<file path="src/rtl/keycode_pkg.sv">
// Shared definitions for the keycode dispatch block: HID usage codes for the
// movement/fire keys, the report collector state encoding and a slot helper.
package keycode_pkg;

  localparam int REPORT_BYTES_DEFAULT = 8;
  localparam int NUM_SLOTS            = 6;
  localparam int FIRST_SLOT_BYTE      = 2;

  localparam logic [7:0] KEY_A        = 8'h04;
  localparam logic [7:0] KEY_D        = 8'h07;
  localparam logic [7:0] KEY_S        = 8'h16;
  localparam logic [7:0] KEY_W        = 8'h1A;
  localparam logic [7:0] KEY_RIGHT    = 8'h4F;
  localparam logic [7:0] KEY_LEFT     = 8'h50;
  localparam logic [7:0] KEY_DOWN     = 8'h51;
  localparam logic [7:0] KEY_UP       = 8'h52;
  localparam logic [7:0] KEY_SPACE    = 8'h2C;
  localparam logic [7:0] KEY_ENTER    = 8'h28;
  localparam logic [7:0] KEY_ROLLOVER = 8'h01;

  typedef enum logic [1:0] {
    ST_COLLECT = 2'd0,
    ST_DRAIN   = 2'd1,
    ST_COMMIT  = 2'd2
  } kd_state_t;

  // True when the key is held in any slot of a report that is not a rollover
  // report (a rollover report counts as no keys pressed).
  function automatic logic key_held(input logic [8*NUM_SLOTS-1:0] slots,
                                    input logic [7:0] key);
    logic hit;
    logic roll;
    hit  = 1'b0;
    roll = 1'b0;
    for (int s = 0; s < NUM_SLOTS; s++) begin
      if (slots[s*8 +: 8] == key)          hit  = 1'b1;
      if (slots[s*8 +: 8] == KEY_ROLLOVER) roll = 1'b1;
    end
    return hit & ~roll;
  endfunction

endpackage

</file>
<file path="src/rtl/player_key_select.sv">
// Priority scan of the six committed key slots against one player's four-key
// set. The lowest-numbered matching slot wins; a rollover code anywhere in the
// report forces the result to 00.
module player_key_select
  import keycode_pkg::*;
#(
  parameter logic [31:0] KEY_SET = 32'h0
) (
  input  logic [47:0] slots_i,
  output logic [7:0]  key_o
);

  logic found;
  logic rollover;

  // First matching slot in scan order, cleared on rollover.
  always_comb begin
    key_o    = 8'h00;
    found    = 1'b0;
    rollover = 1'b0;
    for (int s = 0; s < NUM_SLOTS; s++) begin
      if (slots_i[s*8 +: 8] == KEY_ROLLOVER) rollover = 1'b1;
      for (int k = 0; k < 4; k++) begin
        if (!found && (slots_i[s*8 +: 8] == KEY_SET[k*8 +: 8])) begin
          key_o = slots_i[s*8 +: 8];
          found = 1'b1;
        end
      end
    end
    if (rollover) key_o = 8'h00;
  end

endmodule

</file>
<file path="src/rtl/keycode_dispatch.sv">
// Collects HID boot-keyboard reports from a byte stream, commits well-formed
// reports, and on each frame tick publishes one movement key per player.
// Optional feature macro: KEYCODE_DISPATCH_FIRE_KEYS_EN adds p1_fire/p2_fire,
// rising-press pulses for space (player 1) and enter (player 2).
module keycode_dispatch
  import keycode_pkg::*;
#(
  parameter int REPORT_BYTES = REPORT_BYTES_DEFAULT
) (
  input  logic       Clk,
  input  logic       Reset,
  input  logic       frame_clk,
  input  logic       in_valid,
  input  logic [7:0] in_data,
  input  logic       in_last,
  output logic       in_ready,
  output logic [7:0] p1_keycode,
  output logic [7:0] p2_keycode,
`ifdef KEYCODE_DISPATCH_FIRE_KEYS_EN
  output logic       p1_fire,
  output logic       p2_fire,
`endif
  output logic       rpt_err
);

  localparam int                IDX_W    = $clog2(REPORT_BYTES + 1);
  localparam logic [IDX_W-1:0] LAST_IDX = IDX_W'(REPORT_BYTES - 1);

  kd_state_t        state_q, state_d;
  logic [IDX_W-1:0] idx_q, idx_d;
  logic             err_q, err_d;
  logic [47:0]      shadow_q;
  logic [47:0]      commit_q;
  logic             frame_q;
  logic             tick_w;
  logic             accept;
  logic [7:0]       p1_sel, p2_sel;
  logic [7:0]       p1_key_q, p2_key_q;

  assign accept = in_valid & in_ready;
  assign tick_w = frame_clk & ~frame_q;

  // State register with the byte index and error pulse.
  always_ff @(posedge Clk) begin
    if (Reset) begin
      state_q <= ST_COLLECT;
      idx_q   <= '0;
      err_q   <= 1'b0;
    end else begin
      state_q <= state_d;
      idx_q   <= idx_d;
      err_q   <= err_d;
    end
  end

  // Next state: frame the report, flag short/long reports.
  always_comb begin
    state_d = state_q;
    idx_d   = idx_q;
    err_d   = 1'b0;
    case (state_q)
      ST_COLLECT: begin
        if (accept) begin
          if (in_last) begin
            idx_d = '0;
            if (idx_q == LAST_IDX) state_d = ST_COMMIT;
            else                   err_d   = 1'b1;
          end else if (idx_q == LAST_IDX) begin
            // Report ran past its length: discard the rest up to in_last.
            idx_d   = '0;
            err_d   = 1'b1;
            state_d = ST_DRAIN;
          end else begin
            idx_d = idx_q + 1'b1;
          end
        end
      end
      ST_DRAIN: begin
        if (accept && in_last) begin
          idx_d   = '0;
          state_d = ST_COLLECT;
        end
      end
      ST_COMMIT: state_d = ST_COLLECT;
      default:   state_d = ST_COLLECT;
    endcase
  end

  // Outputs decoded from the state: stall input only during the commit cycle.
  always_comb begin
    in_ready = (state_q != ST_COMMIT);
  end

  assign rpt_err = err_q;

  // Shadow slots capture bytes 2..7; committed slots take them on COMMIT.
  always_ff @(posedge Clk) begin
    if (Reset) begin
      shadow_q <= '0;
      commit_q <= '0;
    end else begin
      for (int s = 0; s < NUM_SLOTS; s++) begin
        if ((s + FIRST_SLOT_BYTE) < REPORT_BYTES && state_q == ST_COLLECT &&
            accept && idx_q == IDX_W'(s + FIRST_SLOT_BYTE)) begin
          shadow_q[s*8 +: 8] <= in_data;
        end
      end
      if (state_q == ST_COMMIT) commit_q <= shadow_q;
    end
  end

  player_key_select #(.KEY_SET({KEY_A, KEY_D, KEY_S, KEY_W})) u_p1_sel (
    .slots_i (commit_q),
    .key_o   (p1_sel)
  );

  player_key_select #(.KEY_SET({KEY_RIGHT, KEY_LEFT, KEY_DOWN, KEY_UP})) u_p2_sel (
    .slots_i (commit_q),
    .key_o   (p2_sel)
  );

  // Frame-tick edge detect and per-frame keycode latch.
  always_ff @(posedge Clk) begin
    if (Reset) begin
      frame_q  <= 1'b0;
      p1_key_q <= 8'h00;
      p2_key_q <= 8'h00;
    end else begin
      frame_q <= frame_clk;
      if (tick_w) begin
        p1_key_q <= p1_sel;
        p2_key_q <= p2_sel;
      end
    end
  end

  assign p1_keycode = p1_key_q;
  assign p2_keycode = p2_key_q;

`ifdef KEYCODE_DISPATCH_FIRE_KEYS_EN
  logic space_now, enter_now;
  logic space_prev_q, enter_prev_q;
  logic p1_fire_q, p2_fire_q;

  assign space_now = key_held(commit_q, KEY_SPACE);
  assign enter_now = key_held(commit_q, KEY_ENTER);

  // Fire pulses on a tick where the key became held since the previous tick.
  always_ff @(posedge Clk) begin
    if (Reset) begin
      space_prev_q <= 1'b0;
      enter_prev_q <= 1'b0;
      p1_fire_q    <= 1'b0;
      p2_fire_q    <= 1'b0;
    end else begin
      p1_fire_q <= tick_w & space_now & ~space_prev_q;
      p2_fire_q <= tick_w & enter_now & ~enter_prev_q;
      if (tick_w) begin
        space_prev_q <= space_now;
        enter_prev_q <= enter_now;
      end
    end
  end

  assign p1_fire = p1_fire_q;
  assign p2_fire = p2_fire_q;
`endif

endmodule

</file>
<file path="config.mk">
export PLATFORM = sky130hd
export DESIGN_NAME = keycode_dispatch
export DESIGN_NICKNAME = d
export VERILOG_FILES = /design/src/rtl/keycode_pkg.sv /design/src/rtl/player_key_select.sv /design/src/rtl/keycode_dispatch.sv
export SDC_FILE = /design/constraint.sdc
export NUM_CORES = 1
export LEC_CHECK = 0
export BUFFER_PORTS_ARGS = -buffer_cell sky130_fd_sc_hd__buf_2
export CAP_MARGIN = 20
export CORE_ASPECT_RATIO = 0.8
export CORE_UTILIZATION = 30
export CTS_CLUSTER_SIZE = 14
export DETAILED_ROUTE_END_ITERATION = 7
export GPL_ROUTABILITY_DRIVEN = 0
export REMOVE_ABC_BUFFERS = 1
export SYNTH_ARGS = -nofsm -noshare
export SYNTH_HDL_FRONTEND = slang
export SYNTH_SLANG_ARGS = --single-unit
export TNS_END_PERCENT = 50
</file>
<file path="constraint.sdc">
create_clock -name Clk -period 3.1 [get_ports Clk]
set_clock_uncertainty 0.05 [all_clocks]
set_input_delay 0.155 -clock Clk [delete_from_list [all_inputs] [get_ports Clk]]
set_output_delay 0.155 -clock Clk [all_outputs]
set_load 0.01 [all_outputs]
</file>
==> results of run 1 <==
-- per-stage QoR --
| step | setup TNS (ns) | setup WS (ns) |
|---|---|---|
| 2_1_floorplan | -21.65 | -0.448 |
| 3_3_place_gp | 0 | 0.778 |
| 6_report | 0 | 0.681 |
| 3_5_place_dp | 0 | 0.742 |
| 5_1_grt | 0 | 0.509 |
| 4_1_cts | 0 | 0.740 |
-- state kept, by name, summed over array words and instances, names as in the netlist --
| name | cells |
|---|---|
| commit_q | 48 |
| frame_q | 1 |
| idx_q | 4 |
| p1_keycode | 8 |
| p2_keycode | 8 |
| rpt_err | 1 |
| shadow_q | 48 |
| state_q | 2 |
-- worst max-delay path, stage by stage, from the launching register on --
cell	delay [ns]
dfxtp_1	0.42
nand2_1	0.12
or3_1	0.37
a21oi_1	0.45
mux2_2	0.39
o311ai_1	0.25
a21oi_1	0.11
o31ai_1	0.18
-- metal layers --
metal  track usage, %  vias to the layer above  wire length, um  part of all wire [%]
li1                 -                     2502                -                     -
met3             4.04                       27              915                   6.1
met4             5.20                        0              247                   1.7
met1             24.1                     2410             7730                    52
met2             22.8                      150             6060                    41
met5                0                        -                0                     0
-- path summary, 6_finish.rpt --
check	startpoint	end	slack, ns	cells past startpoint
worst max register to register	commit_q[25]	p2_keycode[1]	0.68	7
worst min-delay path	in_data[7]	shadow_q[31]	0.03	3
worst max-delay path	commit_q[25]	p2_keycode[1]	0.68	7
worst min register to register	p1_keycode[7]	p1_keycode[7]	0.40	1
-- cells in the final DEF (no fill, tap or decap), drive strengths merged, types with 4 or more instances in the layout --
master / Yosys / final
nand2: 159 / 159
dfxtp: 120 / 120
a21oi: 95 / 95
nor2: 66 / 66
buf: 6 / 37
nand3: 26 / 26
mux2i: 24 / 24
clkbuf: 35 / 20
o21ai: 18 / 18
inv: 10 / 14
nand2b: 13 / 13
and2: 10 / 10
a31oi: 6 / 6
or4: 6 / 6
nor2b: 6 / 6
nor3: 6 / 6
nor4: 6 / 6
nor4b: 6 / 6
nand3b: 5 / 5
or3: 5 / 5
a22oi: 5 / 5
a211oi: 5 / 5
clkinvlp: 0 / 5
xor2: 4 / 4
ha: 4 / 4
or2: 4 / 4
-- layout make-up --
class / instances / area (um^2)
sequential: 120 / 2400
multi-input combinational: 537 / 2980
fill: 1902 / 11600
clock buffer: 20 / 467
tap: 230 / 288
inverter: 10 / 37.5
timing repair buffer: 40 / 235
clock inverter: 12 / 138
-- power groups by stage --
stage	Clock, mW	Combinational (mW)	Sequential (mW)
after floorplan	0	0.0275	1.58
after global placement	0	0.0856	1.58
after detailed placement	0	0.0844	1.58
after CTS	2.04	0.0877	1.55
after global routing	2.11	0.0964	1.55
final	2.01	0.0881	1.55
-- repair_timing --
item | 4_1_cts | 5_1_grt
hold buffers | 3 | 0
endpoints found under the hold margin | 2 | 0
gates resized for setup | 0 | 0
-- cells by family after synthesis --
logic type	share of synthesized area [%]
simple gates	29.1
xor+xnor	1.10
mux	4.51
flops	43.0
buf+inv	3.68
compound gates	17.7
fa+ha+maj	0.897
==> metrics.cfg, run 1 <==
[worst_setup_path]
crit_path_start_kind=flop
critPathCaptureType=flop
critPathKind=reg2reg
cp_max_fo=7
crit_required_ns=3.38
cp.arrival_ns=2.70

[place]
io_buffers=30
dp_hpwl_um=10400
post_dp_cell_area_um2=5910
dp.cells=934

[synth]
syn_inst=708
avgSynthCellArea_um2=7.88
netlist_area_um2=5580
synth_top_area_share_pct=43.0
ys_types=70
ys_async_sr_fraction_pct=0
synth_area_leaders=dfxtp_1, nand2_1, a21oi_1
synth_edf_count=0
synth_area_leader_cell=dfxtp_1
synthTopCellsByCount=nand2_1, dfxtp_1, a21oi_1, nor2_1, clkbuf_1
yosysMostFrequentCell=nand2_1
ys_seq_area_share_pct=43.0
synth_flop_cell=dfxtp_1
yosys_warnings=0
ys_ff_latch=120

[clock_network]
cts.sinks=120
clkTransAtPathRegs_ns=0.06
cts_buffers=17
postCtsSetupRepairBufs=0
cts_tree=built
htreeDepth=4
clock_path_buffers=2
insertion_delay_ns=0.42
cts_root_buffer=clkbuf_16

[timing]
slew_viol_final=0
setup_viol=0
rsz0062_at_grt=no
slew_headroom_pct=48.1
fmax_mhz=413
finalCritPeriodShare_pct=78.0
hold_violations=0
hold_ws_ns=0.0341
min_period_ns=2.42
worst_pin_slew_ns=0.779

[floorplan]
rows=44
core_area_um2=18200
die_x_um=154
start_util_pct=30.7
dieArea_um2=19200
die_height_um=124
boundaryPins=31

[final_layout]
final_area_um2=6550
drive_above_1_share_pct=10.7
instances_no_fill=969
post-route-util_pct=36.0
final_nets=743
n_antenna_cell=0
layout-area-overhead-vs-synth_pct=17.3

[routing]
vias=5089
finalWirelength_um=15000
drc_errors=0
dr.pass1.iters=6
detail_route.wl_per_cell_um=15.4
vias_per_cell=5.25
drt_iter0_drc=425
ant_nets=0

[power_and_ir_drop]
vdd_drop_max_mv=0.236
power_frac_comb_pct=2.4
sw_frac_of_total_pct=22.5
total_power_mw=3.64
seq_power_share_pct=42.5
power.density_nw_per_um2=556
power.share.clock_pct=55.1
p_int_mw=2.82
leakage_nw=2.44
p_sw_uw=819

[min_path]
hp-class=in2reg

[flow_run]
max_cap_violations=0

[grt]
grt_remaining_overflow=0
grt_max_degree=76
antenna_found_initial=0
grt_pass1_vias=4513
grt_pass1_wl_um=24100
grt_usage_pct=16.3

[run_status]
status=complete, no violations

Note: power is estimated with default switching activity, not from simulation.
==> run 2: changes to the inputs <==
--- a/config.mk
+++ b/config.mk
@@ -5,6 +5,7 @@
 export SDC_FILE = /design/constraint.sdc
 export NUM_CORES = 1
 export LEC_CHECK = 0
+export ABC_AREA = 1
 export BUFFER_PORTS_ARGS = -buffer_cell sky130_fd_sc_hd__buf_2
 export CAP_MARGIN = 20
 export CORE_ASPECT_RATIO = 0.8
==> constraint.sdc (replaced) <==
create_clock -name Clk -period 2.35 [get_ports Clk]
set_clock_uncertainty 0.05 [all_clocks]
set_input_delay 0.1175 -clock Clk [delete_from_list [all_inputs] [get_ports Clk]]
set_output_delay 0.1175 -clock Clk [all_outputs]
set_load 0.01 [all_outputs]
==> run 2 against run 1 <==
  * Clock-buffer cell count decreased by 1
  * Power rose by 33%
  * Via count rose by 8.0%
  * Cell area up 5.6%
  * Worst setup slack got worse by 0.30 ns
  * Clock power grew 30%
  * Register-to-register slack lost 0.30 ns
  * Area after synthesis increased by 3.4%
==> metrics.cfg, run 2 <==
[run_status]
status=complete, no violations

[final_layout]
final_common_cell=nor2_1
largestRegisters=commit_q x48, shadow_q x48
drive_above_1_share_pct=12.2  ; +1.5 points
post-route-util_pct=37.4  ; +1.3 points
n_antenna_cell=0  ; unchanged
layout-area-overhead-vs-synth_pct=19.8
nFillCells=1962  ; +3.2%
layout_common_cells=nor2_1, dfxtp_1, nand2_1, o21ai_0, inv_1
final_nets=909  ; +22%

[worst_setup_path]
crit_path_start_kind=flop
cp_max_fo=5  ; -2
critPathCaptureType=flop
crit_required_ns=2.59  ; -0.79 ns
cp.arrival_ns=2.21  ; -0.49 ns
reg2reg_slack_ns=0.38  ; -0.30 ns
critPathKind=reg2reg

[synth]
yosys_warnings=0  ; unchanged
ys_async_sr_fraction_pct=0  ; unchanged
synth_edf_count=0  ; unchanged
ys_ff_latch=120  ; unchanged
ys_seq_area_share_pct=41.6  ; -1.4 points
avgSynthCellArea_um2=6.79  ; -14%
synth_top_area_share_pct=41.6  ; -1.4 points
synthTopCellsByCount=nor2_1, dfxtp_1, nand2_1, o21ai_0, inv_1
synth_flop_cell=dfxtp_1
netlist_area_um2=5770  ; +3.4%
synth_area_leaders=dfxtp_1, nor2_1, o21ai_0
syn_inst=850  ; +20%
ys_types=39  ; -44%
synth_area_leader_cell=dfxtp_1
yosysMostFrequentCell=nor2_1

[clock_network]
htreeDepth=4  ; unchanged
cts_hold_buf=9  ; +6
cts_root_buffer=clkbuf_16
cts_resized=0  ; unchanged
cts_buffers=17  ; unchanged
postCtsSetupRepairBufs=0  ; unchanged
insertion_delay_ns=0.42  ; about the same
cts.sinks=120  ; unchanged
clkTransAtPathRegs_ns=0.06  ; about the same
clock_path_buffers=2  ; unchanged
cts_tree=built

[timing]
slew_viol_final=0  ; unchanged
rsz0062_at_grt=no
final.setup.tns_ns=0  ; unchanged
worst_pin_slew_ns=0.626  ; -0.153 ns
hold_violations=0  ; unchanged
slew_headroom_pct=57.9  ; +9.8 points
fmax_mhz=509  ; +23%
min_period_ns=1.97  ; -0.453 ns
setup_viol=0  ; unchanged
finalCritPeriodShare_pct=83.7  ; +5.6 points

[grt]
grt_pass1_wl_um=24200  ; +0.57%
grt_max_degree=62  ; -18%
grt_pass1_vias=4707  ; +4.3%
antenna_found_initial=0  ; unchanged
grt_remaining_overflow=0  ; unchanged
grt_usage_pct=15.7  ; -0.56 points

[place]
dp_hpwl_um=10800  ; +3.9%
io_buffers=30  ; unchanged

[routing]
drt_iter0_drc=534  ; +26%
drc_errors=0  ; unchanged
dr.pass1.iters=5  ; -1
finalWirelength_um=14800  ; -1.1%
vias_per_cell=4.75  ; -9.6%
vias=5496  ; +8.0%
ant_nets=0  ; unchanged
detail_route.wl_per_cell_um=12.8  ; -17%

[power_and_ir_drop]
leakage_nw=2.93  ; +20%
power.density_nw_per_um2=699  ; +26%
total_power_mw=4.83  ; +33%
vdd_drop_max_mv=0.418  ; +77%

[floorplan]
start_util_pct=31.2  ; +0.47 points
core_area_um2=18500  ; +1.8%
dieArea_um2=19800  ; +3.3%
rows=44  ; unchanged
die_height_um=126  ; +1.7%
die_x_um=157  ; +1.7%
boundaryPins=31  ; unchanged

[flow_run]
max_cap_violations=0  ; unchanged

[min_path]
hp-class=in2reg

-- run 2: cell types whose count changed in the layout (fill, tap and decap cells not counted), sizes merged, moves of 24 or more --
cell	delta
inv	+94
nand2	-35
nor2	+112
mux2i	-24
o21ai	+89
nand3	+29
-- run 2: power breakdown --
| part | leakage, nW | switching, mW | internal (mW) |
|---|---|---|---|
| registers | 0.968 | 0.00861 | 2.05 |
| clock network | 0.282 | 0.990 | 1.62 |
| logic | 1.68 | 0.109 | 0.0533 |
| total | 2.93 | 1.11 | 3.72 |
-- run 2: metrics by stage --
| step | std cells | worst slack, ns | hold WS (ns) | cell area (um^2) |
|---|---|---|---|---|
| floorplan | 825 | 0.171 | 0.130 | 5680 |
| global placement | 1116 | 0.427 | 0.290 | 6210 |
| detailed placement | 1116 | 0.427 | 0.297 | 6210 |
| CTS | 1157 | 0.414 | 0.00566 | 6900 |
| global route | 1158 | 0.131 | 0.0587 | 6910 |
| finish | 1158 | 0.384 | 0.0461 | 6910 |
-- run 2: path summary, 6_finish.rpt --
check                           cells past startpoint     startpoint            end
worst max register to register                     12   commit_q[12]  p2_keycode[1]
worst min-delay path                                5       in_valid       idx_q[2]
worst min register to register                      2  p1_keycode[7]  p1_keycode[7]
worst max-delay path                               12   commit_q[12]  p2_keycode[1]
-- run 2: layout make-up --
type / instances / area (um^2) / share of cell area [%]
timing repair buffer: 48 / 323 / 4.67
tap: 253 / 317 / 4.58
multi-input combinational: 598 / 2870 / 41.5
inverter: 107 / 402 / 5.81
clock inverter: 13 / 144 / 2.08
clock buffer: 19 / 453 / 6.55
sequential: 120 / 2400 / 34.8
-- run 2: per-layer routing --
| metal | GRT usage (%) | share of wire, % | vias up |
|---|---|---|---|
| met2 | 20.3 | 37 | 162 |
| li1 | - | - | 2873 |
| met4 | 3.71 | 0.62 | 0 |
| met1 | 24.9 | 56 | 2450 |
| met5 | 0 | 0 | - |
| met3 | 4.34 | 5.7 | 11 |
-- run 2: kinds of logic (layout without fill, tap and decap cells) --
family | Yosys count | after routing | share of synthesized area [%]
adder cells (fa/ha/maj) | 4 | 4 | 0.868
AND/OR/NAND/NOR | 402 | 402 | 31.4
flip-flops | 120 | 120 | 41.6
AO/OA/AOI/OAI | 191 | 191 | 17.3
XOR/XNOR | 1 | 1 | 0.152
buffers and inverters | 132 | 187 | 8.59
-- run 2: worst max-delay path: stages, from the launching register on --
cell	delay (ns)
dfxtp_1	0.32
nor2_1	0.25
nand2_1	0.09
nand2_1	0.08
nand3_2	0.17
nand3_1	0.16
inv_1	0.06
a21oi_1	0.21
nand2_1	0.12
nor2_1	0.13
nand3_1	0.08
nand2_1	0.07
a21oi_1	0.05
